<file path="config.mk">
export PLATFORM = sky130hd
export DESIGN_NAME = march_sequencer
export DESIGN_NICKNAME = d
export VERILOG_FILES = /design/src/rtl/march_sequencer.sv
export SDC_FILE = /design/constraint.sdc
export NUM_CORES = 1
export LEC_CHECK = 0
export ABC_AREA = 1
export BUFFER_PORTS_ARGS = -buffer_cell sky130_fd_sc_hd__buf_2
export CAP_MARGIN = 30
export CORE_MARGIN = 4
export CORE_UTILIZATION = 63
export CTS_BUF_LIST = sky130_fd_sc_hd__clkbuf_16
export CTS_CLUSTER_SIZE = 10
export DETAILED_ROUTE_END_ITERATION = 12
export PLACE_DENSITY_LB_ADDON = 0.3
export SLEW_MARGIN = 10
export SYNTH_ARGS = -nofsm -noshare
export SYNTH_HDL_FRONTEND = slang
export SYNTH_SLANG_ARGS = --single-unit
export TNS_END_PERCENT = 10
</file>
<file path="constraint.sdc">
create_clock -name clk -period 6.5 [get_ports clk]
set_input_delay 0.975 -clock clk [delete_from_list [all_inputs] [get_ports clk]]
set_output_delay 0.975 -clock clk [all_outputs]
set_load 0.01 [all_outputs]
</file>
<file path="src/rtl/march_sequencer.sv">
// march_sequencer: steps a BIST datapath through a stored march program.
// It records the first mismatch or a RUN timeout and reports pass/fail.
module march_sequencer #(
  parameter int sw    = 16,
  parameter int aw    = 8,
  parameter int depth = 8,
  parameter int pw    = 3,
  parameter int tmo   = 1023
) (
  input  logic          clk,
  input  logic          rst,
  input  logic          prog_we_in,
  input  logic [pw-1:0] prog_addr_in,
  input  logic [sw-1:0] prog_data_in,
  input  logic [pw:0]   num_elem_in,
  input  logic          start_in,
  input  logic          elem_done_in,
  input  logic          cmp_valid_in,
  input  logic          passfail_in,
  input  logic [aw-1:0] tas_in,
  output logic [sw-1:0] scan_out,
  output logic          ts_out,
  output logic          busy_out,
  output logic          done_out,
  output logic          fail_out,
  output logic          timeout_out,
  output logic [pw-1:0] fail_elem_out,
  output logic [aw-1:0] fail_addr_out
);
  typedef enum logic [2:0] {S_IDLE, S_LOAD, S_START, S_RUN, S_NEXT, S_DONE} state_t;
  state_t r_state, w_next;
  logic [sw-1:0] r_prog [depth];
  logic [sw-1:0] r_scan;
  logic [pw:0]   r_n, w_n;
  logic [pw-1:0] r_idx, r_fail_elem;
  logic [aw-1:0] r_fail_addr;
  logic [15:0]   r_cnt;
  logic          r_fail, r_tmo;
  logic          w_idle, w_go, w_mis, w_to, w_last;
  assign w_idle = (r_state == S_IDLE) || (r_state == S_DONE);
  assign w_go   = w_idle && start_in;
  assign w_mis  = (r_state == S_RUN) && cmp_valid_in && passfail_in && !r_fail;
  // the cycle whose counter reads tmo-1 is the tmo-th RUN cycle
  assign w_to   = (r_state == S_RUN) && !elem_done_in && (r_cnt == 16'(tmo - 1));
  assign w_last = {1'b0, r_idx} == (r_n - (pw+1)'(1));
  assign w_n    = (num_elem_in == '0) ? (pw+1)'(1) :
                  (num_elem_in > (pw+1)'(depth)) ? (pw+1)'(depth) : num_elem_in;
  always_ff @(posedge clk or posedge rst)
    if (rst) r_state <= S_IDLE;
    else     r_state <= w_next;
  always_comb begin
    w_next = r_state;
    case (r_state)
      S_IDLE, S_DONE: w_next = start_in ? S_LOAD : r_state;
      S_LOAD:         w_next = S_START;
      S_START:        w_next = S_RUN;
      S_RUN:          w_next = elem_done_in ? S_NEXT : w_to ? S_DONE : S_RUN;
      S_NEXT:         w_next = w_last ? S_DONE : S_LOAD;
      default:        w_next = S_IDLE;
    endcase
  end
  always_comb begin
    ts_out   = r_state == S_START;
    busy_out = (r_state == S_LOAD) || (r_state == S_START) || (r_state == S_RUN) || (r_state == S_NEXT);
    done_out = r_state == S_DONE;
  end
  always_ff @(posedge clk)
    if (prog_we_in && w_idle) r_prog[prog_addr_in] <= prog_data_in;
  always_ff @(posedge clk or posedge rst) begin
    if (rst) begin
      r_scan      <= '0;
      r_n         <= '0;
      r_idx       <= '0;
      r_cnt       <= '0;
      r_fail      <= 1'b0;
      r_tmo       <= 1'b0;
      r_fail_elem <= '0;
      r_fail_addr <= '0;
    end else begin
      if (w_go) begin
        r_n         <= w_n;
        r_idx       <= '0;
        r_fail      <= 1'b0;
        r_tmo       <= 1'b0;
        r_fail_elem <= '0;
        r_fail_addr <= '0;
      end
      if (r_state == S_LOAD) r_scan <= r_prog[r_idx];
      r_cnt <= (r_state == S_RUN) ? r_cnt + 16'd1 : '0;
      if (w_mis) begin
        r_fail      <= 1'b1;
        r_fail_elem <= r_idx;
        r_fail_addr <= tas_in;
      end
      if (w_to) begin
        r_tmo  <= 1'b1;
        r_fail <= 1'b1;
        if (!r_fail) r_fail_elem <= r_idx;
      end
      if (r_state == S_NEXT && !w_last) r_idx <= r_idx + pw'(1);
    end
  end
  assign scan_out      = r_scan;
  assign fail_out      = r_fail;
  assign timeout_out   = r_tmo;
  assign fail_elem_out = r_fail_elem;
  assign fail_addr_out = r_fail_addr;
endmodule

</file>
==> run_results.csv, run 1 <==
group,metric,value,unit
sta,finalCritPeriodShare,40.9,%
pwr,p_leak,3.52,nW
final_layout,multi_input_area,2090,um^2
cts,cts_setup_buffers,0,
final_layout,final_layout_size_suffix_gt1_share,17.4,%
sta,rsz0062_at_grt,"no",
synthesis,synthArstFlopShare,30.1,%
setup_path,worstSetupEndpointType,"output port",
setup_path,crit_required,5.52,ns
drt,num_vias,5350,
synthesis,ys.flop_type,"edfxtp_1",
pwr,pwr_density_cell,403,nW/um^2
floorplanning,start_util,65.5,%
sta,fin_crit,2.66,ns
sta,maxSlewViolCount,0,
grt,grt_pass1_vias,5171,
synthesis,syn_nets,726,
cts,cts_buffers,17,
drt,postRouteAntennaNets,0,
synthesis,yosys_warnings,0,
synthesis,synth-seq-cells,183,
drt,first_iter_violations,549,
cts,ctsHoldBuffers,0,
final_layout,fill_cells,756,
synthesis,synthCells,684,
sta,finalHoldViolCount,0,
grt,globalRouteOverflowTotal,0,
run_status,status,"completed",
cts,cts.reportedPaths.clkPinSlew,0.07,ns
placed_design,dp_cells,879,
drt,drt-pass1-iter-count,5,
sta,finClkSkew,0.0139,ns
worst_hold_path,hp-class,"reg -> reg",
grt,antenna_found_initial,1,
grt,grt_pass1_wl,25800,um
synthesis,syn_area,7640,um^2
floorplanning,rows,39,
synthesis,synth_edf_count,128,
setup_path,worstSetupPathType,"reg -> out",
synthesis,avgSynthCellArea,11.2,um^2
final_layout,final-seq-area,5220,um^2
setup_path,startpoint,"r_state[0]",
worst_hold_path,holdCritStartpoint,"scan_out[13]",
setup_path,crit_fanout,6,
cts,cts_tree,"yes",
cts,cts_buffer_depth,2,
drt,wl,16000,um
setup_path,path_cells,"nor2_1 -> inv_1 -> nor2_1 -> inv_1 -> nand2_1 -> buf_2",
final_layout,nNetsFinal,799,
setup_path,cp.arrival,1.68,ns
synthesis,yosysSeqAreaShare,68.3,%
sta,tightest_slew,0.706,ns
cts,cts.htree.levels,4,
floorplanning,io_pins,70,
drt,drc_errors,0,
floorplanning,dieArea,14000,um^2
setup_path,r2r-start,"r_state[0]",
floorplanning,die_w,118,um
drt,wl_per_cell,17.5,um
sta,tns,0,ns
sta,setup_viol,0,
grt,track_usage,23.7,%
placed_design,hpwl,9460,um
cts,worstSkewPairLatency,0.44,ns
setup_path,max_stage_delay,0.44,ns
final_layout,final_common_cell,"nor2_1",
final_layout,final_cell_mix,"nor2_1, edfxtp_1, nand2_1, o21ai_0, buf_2",
grt,grt_max_degree,69,
setup_path,cp_slowest_cell,"dfrtp_1",
pwr,peakVddDrop,252,uV
placed_design,io_buffers,69,
sta,maxSlewHeadroom,52.9,%
drt,via_per_inst,5.85,
floorplanning,die_y,118,um
cts,cts.sinks,183,
job,cap_violations,0,
cts,clk_root_buffer_cell,"clkbuf_16",
placed_design,gp_congestion,0.836,
cts,ctsResizeCount,0,
setup_path,critPathLaunchType,"flip-flop",
floorplanning,core-area,11700,um^2
final_layout,final_cells,914,
sta,fmax,376,MHz
synthesis,ys_types,32,
final_layout,syn2layout_area_growth,14.1,%
==> critical path, delay by kind of cell, from the launching register on <==
family / cells / cell delay [ns]
buffers and inverters: 3 / 0.28
flip-flops: 1 / 0.44
AND/OR/NAND/NOR: 3 / 0.53
==> registers in the layout, summed over array words and instances, names as in the netlist <==
name           cells
fail_addr_out      8
fail_elem_out      3
fail_out           1
r_cnt             16
r_idx              3
r_n                4
r_prog           128
r_state            3
scan_out          16
timeout_out        1
==> report_power, final <==
group	switching [W]	leakage (nW)	internal, W
Combinational	0.000687	1.36	0.000337
Sequential	0.0000845	1.88	0.00140
Clock	0.000464	0.279	0.000543
==> cells in the mapped netlist, types with 2 or more instances <==
library cell / n / area share (%)
a21oi_1: 6 / 0.39
buf_2: 12 / 0.79
buf_4: 4 / 0.39
buf_6: 4 / 0.59
clkbuf_1: 9 / 0.44
dfrtp_1: 55 / 18
edfxtp_1: 128 / 50
ha_1: 4 / 0.66
inv_1: 41 / 2.0
inv_2: 4 / 0.20
nand2_1: 90 / 4.4
nand3_1: 38 / 2.5
nand3_2: 3 / 0.39
nand3b_1: 5 / 0.49
nand4_1: 5 / 0.41
nor2_1: 138 / 6.8
nor2_2: 3 / 0.25
nor3_1: 5 / 0.33
o211ai_1: 33 / 3.2
o21a_1: 2 / 0.20
o21ai_0: 78 / 5.1
o22ai_1: 3 / 0.25
xnor2_1: 3 / 0.34
xor2_1: 3 / 0.34
==> layer usage <==
layer | GRT usage, % | vias up | part of all wire (%) | routed length [um]
li1 | - | 2519 | - | -
met1 | 29.1 | 2573 | 40 | 6410
met2 | 40.1 | 226 | 50 | 8080
met3 | 7.54 | 32 | 7.4 | 1190
met4 | 7.99 | 0 | 2.2 | 358
met5 | 0 | - | 0 | 0
==> path summary, 6_finish.rpt <==
kind,endpoint,cells after the start,slack (ns)
setup / recovery,busy_out,6,3.84
hold / removal,scan_out[13],2,0.48
setup reg to reg,r_prog[3][10],8,4.56
hold reg to reg,scan_out[13],2,0.48
max in group asynchronous,r_idx[0],3,5.27
min in group asynchronous,r_cnt[12],3,0.73
==> metrics by stage <==
step | area, um^2 | power, W | setup slack [ns] | hold WS (ns) | util [%]
final | 8710 | 0.00351 | 3.84 | 0.482 | 74.7
after global routing | 8710 | 0.00372 | 3.67 | 0.508 | 74.7
after CTS | 8680 | 0.00350 | 3.84 | 0.480 | 74.4
after detailed placement | 8100 | 0.00250 | 4.32 | 0.461 | 69.4
after global placement | 8100 | 0.00245 | 4.37 | 0.461 | 69.4
after floorplan | 7640 | 0.00221 | 3.73 | 0.462 | -
==> cell families after synthesis <==
group | share of synthesized area, %
simple gates | 16.6
xor+xnor | 0.688
flops | 68.3
fa+ha+maj | 0.655
buf+inv | 4.47
compound gates | 9.29
==> final cells by class <==
type / instances / area share (%)
Multi-Input combinational cell: 426 / 24.0
Antenna cell: 1 / 0.0287
Clock inverter: 15 / 1.78
Inverter: 46 / 1.98
Clock buffer: 17 / 4.88
Timing Repair Buffer: 83 / 5.40
Sequential cell: 183 / 59.9
Tap cell: 143 / 2.05
Power figures use the tool's default switching activity.
==> inputs of run 2 (changes only) <==
Settings changed: CORE_UTILIZATION 63 to 53.
Clock period 6.5 ns to 2.15 ns, I/O delays scaled along.
==> run_results.csv, run 2 (synthesis gave the netlist of run 1 again) <==
group,metric,value,unit
sta,tightest_slew,0.550,ns
pwr,peakVddDrop,754,uV
pwr,total_power,0.0107,W
setup_path,worstSetupEndpointType,"flip-flop",
cts,cts_buffer_depth,2,
drt,drt-pass1-iter-count,5,
drt,wl_per_cell,17.2,um
placed_design,place_area,8250,um^2
setup_path,path_cells,"nor2_1 -> inv_1 -> nand2_1 -> nand2_1 -> nor2_1 -> nand2_1 -> nor3_2 -> buf_4",
final_layout,largest_reg_flops,128,
setup_path,crit_top_cell,"nand2_1",
final_layout,final_layout_size_suffix_gt1_share,17.8,%
sta,maxSlewHeadroom,63.3,%
cts,cts_buffers,17,
setup_path,r2r-start,"r_state[0]",
grt,track_usage,20.8,%
setup_path,rr_worst_depth,8,
grt,antenna_found_initial,0,
cts,clk_root_buffer_cell,"clkbuf_16",
sta,hold-worst-slack,0.150,ns
worst_hold_path,holdCritStartpoint,"tas_in[4]",
setup_path,worstSetupPathType,"reg -> reg",
setup_path,cp_slowest_cell,"dfrtp_1",
floorplanning,io_pins,70,
setup_path,critPathLaunchType,"flip-flop",
final_layout,design_area,8830,um^2
sta,finalHoldViolCount,0,
cts,cts_tree,"yes",
cts,cts.htree.levels,4,
floorplanning,start_util,54.6,%
grt,grt_pass1_vias,5142,
drt,first_iter_violations,491,
cts,cts.sinks,183,
pwr,p_leak,3.56,nW
floorplanning,dieArea,16400,um^2
setup_path,max_stage_delay,0.44,ns
final_layout,final_common_cell,"nor2_1",
floorplanning,die_y,128,um
final_layout,top_register,"r_prog",
sta,rsz0062_at_grt,"no",
final_layout,final-seq-area,5220,um^2
setup_path,r2r_end,"r_prog[6][0]",
job,cap_violations,0,
sta,finalCritPeriodShare,92.5,%
floorplanning,die_w,128,um
setup_path,reg2reg_slack,0.16,ns
drt,wl,16500,um
placed_design,io_buffers,69,
setup_path,crit_fanout,16,
final_layout,post-route-util,63.1,%
cts,cts_setup_buffers,0,
cts,cts.reportedPaths.clkPinSlew,0.07,ns
grt,grt_max_degree,47,
floorplanning,core-area,14000,um^2
final_layout,final_cell_mix,"nor2_1, edfxtp_1, nand2_1, o21ai_0, buf_2",
sta,fin_crit,1.99,ns
final_layout,nNetsFinal,804,
cts,worstSkewPairLatency,0.43,ns
placed_design,hpwl,11100,um
sta,tns,0,ns
drt,drc_errors,0,
worst_hold_path,min_to,"fail_addr_out[4]",
drt,postRouteAntennaNets,0,
final_layout,antenna_cells,0,
pwr,pwr_density_cell,1210,nW/um^2
grt,globalRouteOverflowTotal,0,
final_layout,multi_input_area,2090,um^2
final_layout,fill_cells,1052,
drt,via_per_inst,5.53,
floorplanning,rows,43,
sta,maxSlewViolCount,0,
drt,num_vias,5279,
final_layout,syn2layout_area_growth,15.6,%
sta,fmax,503,MHz
setup_path,crit_required,2.26,ns
worst_hold_path,hold_depth,3,
sta,setup_viol,0,
grt,grt_pass1_wl,26200,um
setup_path,cp.arrival,2.10,ns
placed_design,gp_congestion,0.852,
worst_hold_path,hp-class,"in -> reg",
run_status,status,"completed",
sta,finClkSkew,0.0141,ns
## run 2: worst max-delay path: cells and delay by family, from the launching register on
family,cells,cell delay (ns)
flip-flops,1,0.44
buffers and inverters,2,0.36
AND/OR/NAND/NOR,6,0.86
## run 2: worst max path at each step
stage                    end  depth (start not counted)       start
2_1_floorplan   r_prog[6][0]                          7  r_state[0]
3_3_place_gp    r_prog[6][1]                          8  r_state[0]
3_5_place_dp    r_prog[6][1]                          8  r_state[1]
4_1_cts             busy_out                          6  r_state[0]
5_1_grt        r_prog[6][12]                          8  r_state[0]
6_report        r_prog[6][0]                          8  r_state[0]
## run 2: routing by layer
metal	routed length [um]	vias to the layer above	GRT usage, %
li1	-	2525	-
met3	1190	28	4.88
met1	7100	2530	28.1
met4	285	0	6.62
met5	0	-	0
met2	7890	196	33.7
## run 2: what timing repair did
action	CTS	global route
resized for setup	0	1
endpoints found under the setup margin	0	1
hold buffers	1	0
hold endpoints to repair	24	0
## run 2: power by group
part           leakage [nW]  switching (W)  internal (W)
sequential             1.88       0.000260       0.00422
combinational          1.39        0.00212       0.00107
clock                 0.289        0.00136       0.00163
## run 2: metrics by stage
step                setup WS, ns  instances
finish                     0.162        955
global route              0.0549        955
CTS                       0.0990        955
detailed placement         0.290        922
global placement           0.393        922
floorplan                 -0.340        684
## run 2: final cells by class
class                           instances  area share [%]
Timing Repair Buffer                   88            6.26
Multi-Input combinational cell        426            23.7
Clock inverter                         15            1.63
Tap cell                              180            2.55
Clock buffer                           17            4.82
Sequential cell                       183            59.1
Inverter                               46            1.95
